File: src/rtl/cpu_pkg.sv
// Shared definitions for the fetch unit: fetch FSM states, PCSrc encodings,
// default vectors and small PC arithmetic helpers.
package cpu_pkg;

  typedef enum logic [1:0] {
    ST_IDLE  = 2'd0,
    ST_FETCH = 2'd1,
    ST_EXEC  = 2'd2
  } fetch_state_t;

  localparam logic [2:0] PCSRC_SEQ    = 3'b000;
  localparam logic [2:0] PCSRC_BRANCH = 3'b001;
  localparam logic [2:0] PCSRC_JUMP   = 3'b010;
  localparam logic [2:0] PCSRC_REG    = 3'b011;
  localparam logic [2:0] PCSRC_IRQ    = 3'b100;
  localparam logic [2:0] PCSRC_EXC    = 3'b101;

  localparam logic [31:0] RESET_VEC_DEF = 32'h8000_0000;
  localparam logic [31:0] ILLOP_VEC_DEF = 32'h8000_0004;
  localparam logic [31:0] XADR_VEC_DEF  = 32'h8000_0008;

  // Bit 31 is the kernel/user flag and never changes by sequential fetch.
  function automatic logic [31:0] calc_pc_plus4(input logic [31:0] pc);
    return {pc[31], pc[30:0] + 31'd4};
  endfunction

  function automatic logic [31:0] branch_offset(input logic [15:0] imm);
    return {{14{imm[15]}}, imm, 2'b00};
  endfunction

endpackage

File: src/rtl/pc_next_mux.sv
// Combinational next-PC selection driven by the decoder's PCSrc code.
module pc_next_mux
  import cpu_pkg::*;
#(
  parameter logic [31:0] ILLOP_VEC = ILLOP_VEC_DEF,
  parameter logic [31:0] XADR_VEC  = XADR_VEC_DEF
) (
  input  logic [2:0]  pc_src,
  input  logic        alu_out0,
  input  logic [31:0] pc,
  input  logic [25:0] instr_field,
  input  logic [31:0] databus_a,
  output logic [31:0] pc_plus4,
  output logic [31:0] next_pc
);

  always_comb begin
    pc_plus4 = calc_pc_plus4(pc);
    next_pc  = pc_plus4;
    case (pc_src)
      PCSRC_SEQ:    next_pc = pc_plus4;
      PCSRC_BRANCH: next_pc = alu_out0 ? (pc_plus4 + branch_offset(instr_field[15:0]))
                                       : pc_plus4;
      PCSRC_JUMP:   next_pc = {pc[31:28], instr_field, 2'b00};
      // A register jump may leave kernel mode but can never enter it.
      PCSRC_REG:    next_pc = {pc[31] & databus_a[31], databus_a[30:0]};
      PCSRC_IRQ:    next_pc = ILLOP_VEC;
      PCSRC_EXC:    next_pc = XADR_VEC;
      default:      next_pc = XADR_VEC;
    endcase
  end

endmodule

File: src/rtl/fetch_unit.sv
// Instruction fetch sequencer: IDLE/FETCH/EXEC FSM, PC register, interrupt
// pending logic. Define FETCH_IMEM_HANDSHAKE_EN to make FETCH wait on imem_ready.
//
// state    | meaning
// ---------+------------------------------------------------------------
// ST_IDLE  | after reset, nothing requested yet
// ST_FETCH | imem_req high, PC presented as address, waiting for the word
// ST_EXEC  | exec strobe, PC and pending interrupt update on this edge
module fetch_unit
  import cpu_pkg::*;
#(
  parameter logic [31:0] RESET_VEC = RESET_VEC_DEF,
  parameter logic [31:0] ILLOP_VEC = ILLOP_VEC_DEF,
  parameter logic [31:0] XADR_VEC  = XADR_VEC_DEF
) (
  input  logic        clk,
  input  logic        reset,
  input  logic [2:0]  PCSrc,
  input  logic        ALUOut0,
  input  logic [31:0] DatabusA,
  input  logic        irq_in,
  input  logic [31:0] imem_rdata,
  input  logic        imem_ready,
  output logic        imem_req,
  output logic [31:0] PC,
  output logic [31:0] Instruction,
  output logic        IRQ,
  output logic        exec,
  output logic [31:0] LinkAddr
);

  fetch_state_t state;
  fetch_state_t state_next;
  logic         pending;
  logic         word_ok;
  logic         fetch_done;
  logic [31:0]  pc_plus4;
  logic [31:0]  next_pc;

`ifdef FETCH_IMEM_HANDSHAKE_EN
  assign word_ok = imem_ready;
`else
  // Without the handshake every FETCH completes in one cycle; imem_ready
  // is referenced only so the port is not reported as dangling.
  assign word_ok = 1'b1 | imem_ready;
`endif

  always_ff @(posedge clk) begin
    if (reset) begin
      state <= ST_IDLE;
    end else begin
      state <= state_next;
    end
  end

  always_comb begin
    state_next = state;
    imem_req   = 1'b0;
    exec       = 1'b0;
    fetch_done = 1'b0;
    case (state)
      ST_IDLE: begin
        state_next = ST_FETCH;
      end
      ST_FETCH: begin
        imem_req   = 1'b1;
        fetch_done = word_ok;
        if (word_ok) begin
          state_next = ST_EXEC;
        end
      end
      ST_EXEC: begin
        exec       = 1'b1;
        state_next = ST_FETCH;
      end
      default: begin
        state_next = ST_IDLE;
      end
    endcase
  end

  // Interrupts are only taken in user mode; kernel code keeps them pending.
  assign IRQ      = pending & ~PC[31] & exec;
  assign LinkAddr = IRQ ? PC : pc_plus4;

  always_ff @(posedge clk) begin
    if (reset) begin
      PC          <= RESET_VEC;
      Instruction <= 32'h0;
      pending     <= 1'b0;
    end else begin
      if (fetch_done) begin
        Instruction <= imem_rdata;
      end
      if (exec) begin
        PC <= next_pc;
      end
      // A new request arriving on the taking edge stays pending.
      if (irq_in) begin
        pending <= 1'b1;
      end else if (IRQ) begin
        pending <= 1'b0;
      end
    end
  end

  pc_next_mux #(
    .ILLOP_VEC (ILLOP_VEC),
    .XADR_VEC  (XADR_VEC)
  ) u_pc_next_mux (
    .pc_src      (PCSrc),
    .alu_out0    (ALUOut0),
    .pc          (PC),
    .instr_field (Instruction[25:0]),
    .databus_a   (DatabusA),
    .pc_plus4    (pc_plus4),
    .next_pc     (next_pc)
  );

endmodule

File: config.mk
export PLATFORM = sky130hd
export DESIGN_NAME = fetch_unit
export DESIGN_NICKNAME = d
export VERILOG_FILES = /design/src/rtl/cpu_pkg.sv /design/src/rtl/pc_next_mux.sv /design/src/rtl/fetch_unit.sv
export SDC_FILE = /design/constraint.sdc
export NUM_CORES = 1
export LEC_CHECK = 0
export ABC_CLOCK_PERIOD_IN_PS = 3920
export BUFFER_PORTS_ARGS = -buffer_cell sky130_fd_sc_hd__clkbuf_2
export CORE_MARGIN = 2
export CORE_UTILIZATION = 30
export DETAILED_ROUTE_END_ITERATION = 16
export PLACE_DENSITY_LB_ADDON = 0.15
export SLEW_MARGIN = 0
export SYNTH_ARGS = -nofsm -noshare
export SYNTH_HDL_FRONTEND = slang
export SYNTH_HIERARCHICAL = 1
export SYNTH_SLANG_ARGS = --single-unit
export TNS_END_PERCENT = 20
File: constraint.sdc
create_clock -name clk -period 3.92 [get_ports clk]
set_input_delay 0.784 -clock clk [delete_from_list [all_inputs] [get_ports clk]]
set_output_delay 0.784 -clock clk [all_outputs]
set_load 0.03 [all_outputs]
After elaboration in Yosys (flattened, before gate mapping)
Index checks and enable logic that the tools add are counted.
- bits in registers: 67
- output and inout port bits: 99
- muxes and demuxes: 8
- bitwise operators: 6
- $add $sub $neg: 2
- reduce and logical (&&, ||, !) cells: 6
- eq/ne operators: 7
- operator list (operator ; count):
    32-bit one-hot mux with 5 select lines ; 1
    32-bit adder ; 1
    32-bit two-way mux ; 1
    31-bit by 3-bit adder with 31-bit output, second input constant ; 1
    31-bit two-way mux ; 1
    3-bit by 2-bit == test with 1-bit output, second input constant ; 2
    1-bit two-way mux ; 4
    2-bit one-hot mux with 2 select lines ; 1
    4-bit AND reduction ; 1
    1-bit bitwise AND ; 3
    3-bit by 1-bit == test with 1-bit output, second input constant ; 1
    3-bit == test, second input constant ; 1
    3-bit zero test ; 1
    1-bit NOT ; 3
    2-bit by 1-bit == test with 1-bit output, second input constant ; 1
    2-bit == test, second input constant ; 1
    2-bit zero test ; 1
    2-bit != test, second input constant ; 1
    2-bit AND reduction ; 1
    2-bit nonzero test ; 1
    2-bit OR reduction ; 1

Logic depth before layout (Yosys ltp)
- depth in word-level cells: 5
- mapped depth: 19
- gate-level depth less buffers: 19

Cells and area by module
The synthesis kept the hierarchy.
- by module, submodules not included (module ; cells an instance ; instances ; area an instance (sq um)):
    pc_next_mux ; 446 ; 1 ; 2984.1
    fetch_unit ; 325 ; 1 ; 2690.1

Least setup slack after synthesis
No wires, ideal clock.
- kind: register -> register
- start: register PC[2]
- end: register PC[29]
- data arrival time: 3683 ps
- cell stages (with the launch flop): 17
- buffers on the path: 0
- slack: 166 ps
- required time: 3850 ps
- path through: dfxtp_1 ha_1 nand3_1 nor2_1 nand4_1 xnor2_1 ha_1 a21oi_1 o22ai_1 a31oi_4 nor3_2 or3_4 a211o_1 or3_1 nand3_1 nand2_1 a21oi_1
- longest elaborated chain between the ends: 4
- ends and longest elaborated chain (element ; RTL line ; RTL):
    from (decl) ; fetch_unit.sv:25 ; output logic [31:0] PC,
    from (signal assigned) ; fetch_unit.sv:96 ; PC <= next_pc;
    31-bit by 3-bit adder with 31-bit output ; cpu_pkg.sv:24 ; return {pc[31], pc[30:0] + 31'd4};
    via pc_plus4[10] ; fetch_unit.sv:37 ; logic [31:0] pc_plus4;
    32-bit adder ; pc_next_mux.sv:22 ; PCSRC_BRANCH: next_pc = alu_out0 ? (pc_plus4 + branch_offset(instr_field[15:0]))
    32-bit two-way mux ; pc_next_mux.sv:22 ;
    32-bit one-hot mux with 5 select lines ; pc_next_mux.sv:20 ; case (pc_src)
    via next_pc[29] ; fetch_unit.sv:38 ; logic [31:0] next_pc;
The timed path passes the listed nets, and every way through them passes these cells. The select of a mux whose other input is x is not followed.
A chain may end at the register's enable or synchronous reset.

Worst setup path after layout
- start: register PC[6]
- end: register PC[29]
The elaborated chain is that of the path after synthesis.

==> impl_metrics.csv <==
group,metric,value,unit
run_status,status,"finished, final reports clean",
detailed_routing,drc_errors,0,
detailed_routing,vias,6106,
synth,yosysTopAreaCell,"dfxtp_1",
worst_setup_path,cpMaxStageDelayCell,"dfxtp_1",
detailed_routing,viasPerCell,5.13,
floorplan,die_area,20000,um2
synth,syn-instance-count,771,
timing,skew,0.00745,ns
synth,synth_fa_ha_area_share,7.85,%
floorplan,pin_count,171,
synth,synth_area_leaders,"dfxtp_1 24%, nand2_1 11%, a21oi_1 8.6%, ha_1 7.5%, mux2_2 6.0%",
cells_and_area,areaGrowthSynthToFinish,29.7,%
synth,ys_top_cells_by_count,"172 x nand2_1, 98 x a21oi_1, 67 x dfxtp_1",
synth,synth-seq-cells,67,
floorplan,coreArea,18600,um2
synth,synth_sequential_area_ratio,23.6,%
detailed_routing,antenna_left,0,
worst_setup_path,r2r_start,"PC[6]",
global_route,grt.overflow.total,0,
synth,synth_edf_count,0,
hold_path,hold_start,"state[0]",
clock_network,cts_tree,"yes",
worst_setup_path,arrival,4.03,ns
cells_and_area,fin_nets,1059,
cells_and_area,final_area,7360,um2
timing,rsz0062_at_grt,"true",
global_route,grt_pass1_vias,5975,
detailed_routing,wl_per_cell,17.4,um
detailed_routing,dr.pass1.iters,5,
placement,place_hpwl,15300,um
power_and_ir_drop,max-vdd-ir-drop,205,uV
detailed_routing,totalWireLength,20700,um
synth,synth-simple-area-share,24.0,%
cells_and_area,final-seq-area,1340,um2
clock_network,cts_hold_buf,0,
cells_and_area,postLayoutCoreUtil,39.5,%
synth,muxShareOfSynthArea,7.78,%
global_route,grt.total_usage,20.9,%
worst_setup_path,endpoint_kind,"flop",
floorplan,std_cell_rows,50,
synth,synth.top_cell.area_share,23.6,%
timing,clock.fmax,0.266,GHz
synth,synth_top_family_by_area,"simple AND/OR/NAND/NOR gates",
clock_network,clock-root-buffer,"clkbuf_16",
timing,layout_min_cycle_time,3.76,ns
placement,place.gp.congestion,0.859,
synth,async_flop_share,0,%
synth,post-synth-top-count-cell,"nand2_1",
synth,avgSynthCellArea,7.36,um2
global_route,grt_pass1_wl,32900,um
timing,hold_viol_final,0,
timing,maxSlewHeadroom,46.9,%
placement,place_ws,0.0958,ns
timing,tightest_slew,0.796,ns
detailed_routing,drtIter0Drc,477,
worst_setup_path,slowest_delay,0.42,ns
cells_and_area,multi_input_comb_area,4120,um2
hold_path,hp-class,"flop to flop",
cells_and_area,num_antenna_cells,0,
placement,dpl_cell_area,6930,um2
worst_setup_path,rr_endpoint,"PC[29]",
floorplan,start_util,30.4,%
clock_network,clkTransAtPathRegs,0.06,ns
worst_setup_path,cp-start-kind,"flop",
synth,synth_xor_area_share,7.87,%
clock_network,insertion_delay,0.34,ns
power_and_ir_drop,p_per_area,273,nW/um2
worst_setup_path,r2r_slack,0.16,ns
cells_and_area,layout-drive-gt1-share,31.1,%
timing,min_period_over_period,95.8,%
global_route,antenna_found_initial,0,
power_and_ir_drop,power_leakage,0.00328,uW
synth,synth_area,5670,um2
placement,port_buffers,169,
synth,synth_compound_area_share,23.4,%
synth,syn_nets,878,
synth,synth_cell_types,60,
synth,synth_ff_type,"dfxtp_1",
worst_setup_path,reg2regPathDepth,15,
worst_setup_path,crit_required,4.19,ns
hold_path,worstHoldPathCells,1,
timing,setup_viol,0,
clock_network,clk_path_buf_depth,2,
clock_network,cts_sinks,67,
worst_setup_path,path_cells,"and3_1 > and3_1 > nand2_1 > xnor2_1 > ha_1 > nand4_1 > o22ai_1 > a31oi_4 > nor3_2 > or3_4 > a211o_1 > or3_1 > nand3_1 > nand2_1 > a21oi_1",
floorplan,die_x,142,um
worst_setup_path,path_max_fanout,6,
hold_path,min_to,"state[0]",
timing,slew_viol_final,0,
clock_network,numCtsBuffers,9,
synth,yosysWarnings,6,
timing,setup_slack,0.165,ns
timing,tns,0,ns
clock_network,h-tree-depth,3,
global_route,grt_max_degree,68,
worst_setup_path,critical_path_class,"flop to flop",
job,maxCapViolCount,0,
floorplan,die_y,142,um
cells_and_area,nFillCells,2011,
## flip-flops by register name (all words and copies together) (netlist names)
name         cells
PC              32
Instruction     32
pending          1
state            2
## cells in the final DEF, fill, tap and decap left out, drive strengths merged, types with 4 or more instances in the layout
cell type and n:
a22oi 4, nor3 11, nand3 28, o211ai 8, xnor2 36, or2 4, dfxtp 67, mux2i 7
nand2 172, xor2 15, o22ai 12, clkbuf 180, and4 4, nand2b 5, a21oi 99, mux2 33
a211oi 5, buf 49, o21bai 4, a222oi 17, nor2 36, and3 7, nor2b 6, inv 20
ha 34, a21o 12, o21ai 35, nor4 4, a31oi 9, nand4 8
## worst max-delay path: cells and delay by family, from the launching register on
| family | cells | cell delay (ns) |
|---|---|---|
| adder cells (fa/ha/maj) | 1 | 0.34 |
| AND/OR/NAND/NOR | 9 | 1.79 |
| AO/OA/AOI/OAI | 4 | 0.78 |
| XOR/XNOR | 1 | 0.34 |
| flip-flops | 1 | 0.42 |
## metrics by stage
step | instances | power [uW] | hold slack, ns
floorplan | 771 | 987 | 0.414
global placement | 1172 | 1130 | 0.424
detailed placement | 1172 | 1130 | 0.432
CTS | 1188 | 2030 | 0.446
global route | 1191 | 2110 | 0.479
finish | 1191 | 2010 | 0.443
## report_power, final
part           internal, uW  switching, uW
combinational           138            247
clock                   556            334
sequential              707           30.0
## area by class of cell
cell class	count	area share, %
multi-input cells	636	56.0
flip-flops and latches	67	18.3
repair buffers	218	16.5
well taps	234	3.98
clock buffers	11	3.16
clock inverters	5	1.05
inverters	20	1.02
## per-layer routing
| metal | global-route usage [%] | part of all wire (%) |
|---|---|---|
| met1 | 29.0 | 49 |
| met2 | 34.1 | 46 |
| met3 | 3.44 | 4.8 |
| met4 | 4.58 | 1.0 |
| met5 | 0 | 0 |
## worst max path at each step
stage | startpoint | endpoint | slack [ns] | cells past startpoint
2_1_floorplan | PC[2] | PC[29] | 0.17 | 16
3_3_place_gp | PC[3] | PC[28] | 0.13 | 18
3_5_place_dp | PC[3] | PC[28] | 0.1 | 18
4_1_cts | PC[3] | PC[28] | 0.09 | 18
5_1_grt | PC[7] | PC[31] | -0.05 | 17
6_report | PC[6] | PC[29] | 0.16 | 15
## what timing repair did
action	CTS	global route
gates resized for setup	0	20
setup endpoints to repair	0	6
setup buffers	0	3
## cells by family after synthesis
group                      after synthesis
and+or+nand+nor                        297
adders and majority gates               35
AOI/OAI and AO/OA                      213
xor gates and xnor gates                51
buffers and inverters                   68
muxes                                   40
DFF                                     67
Note: power is estimated with default switching activity, not from simulation.
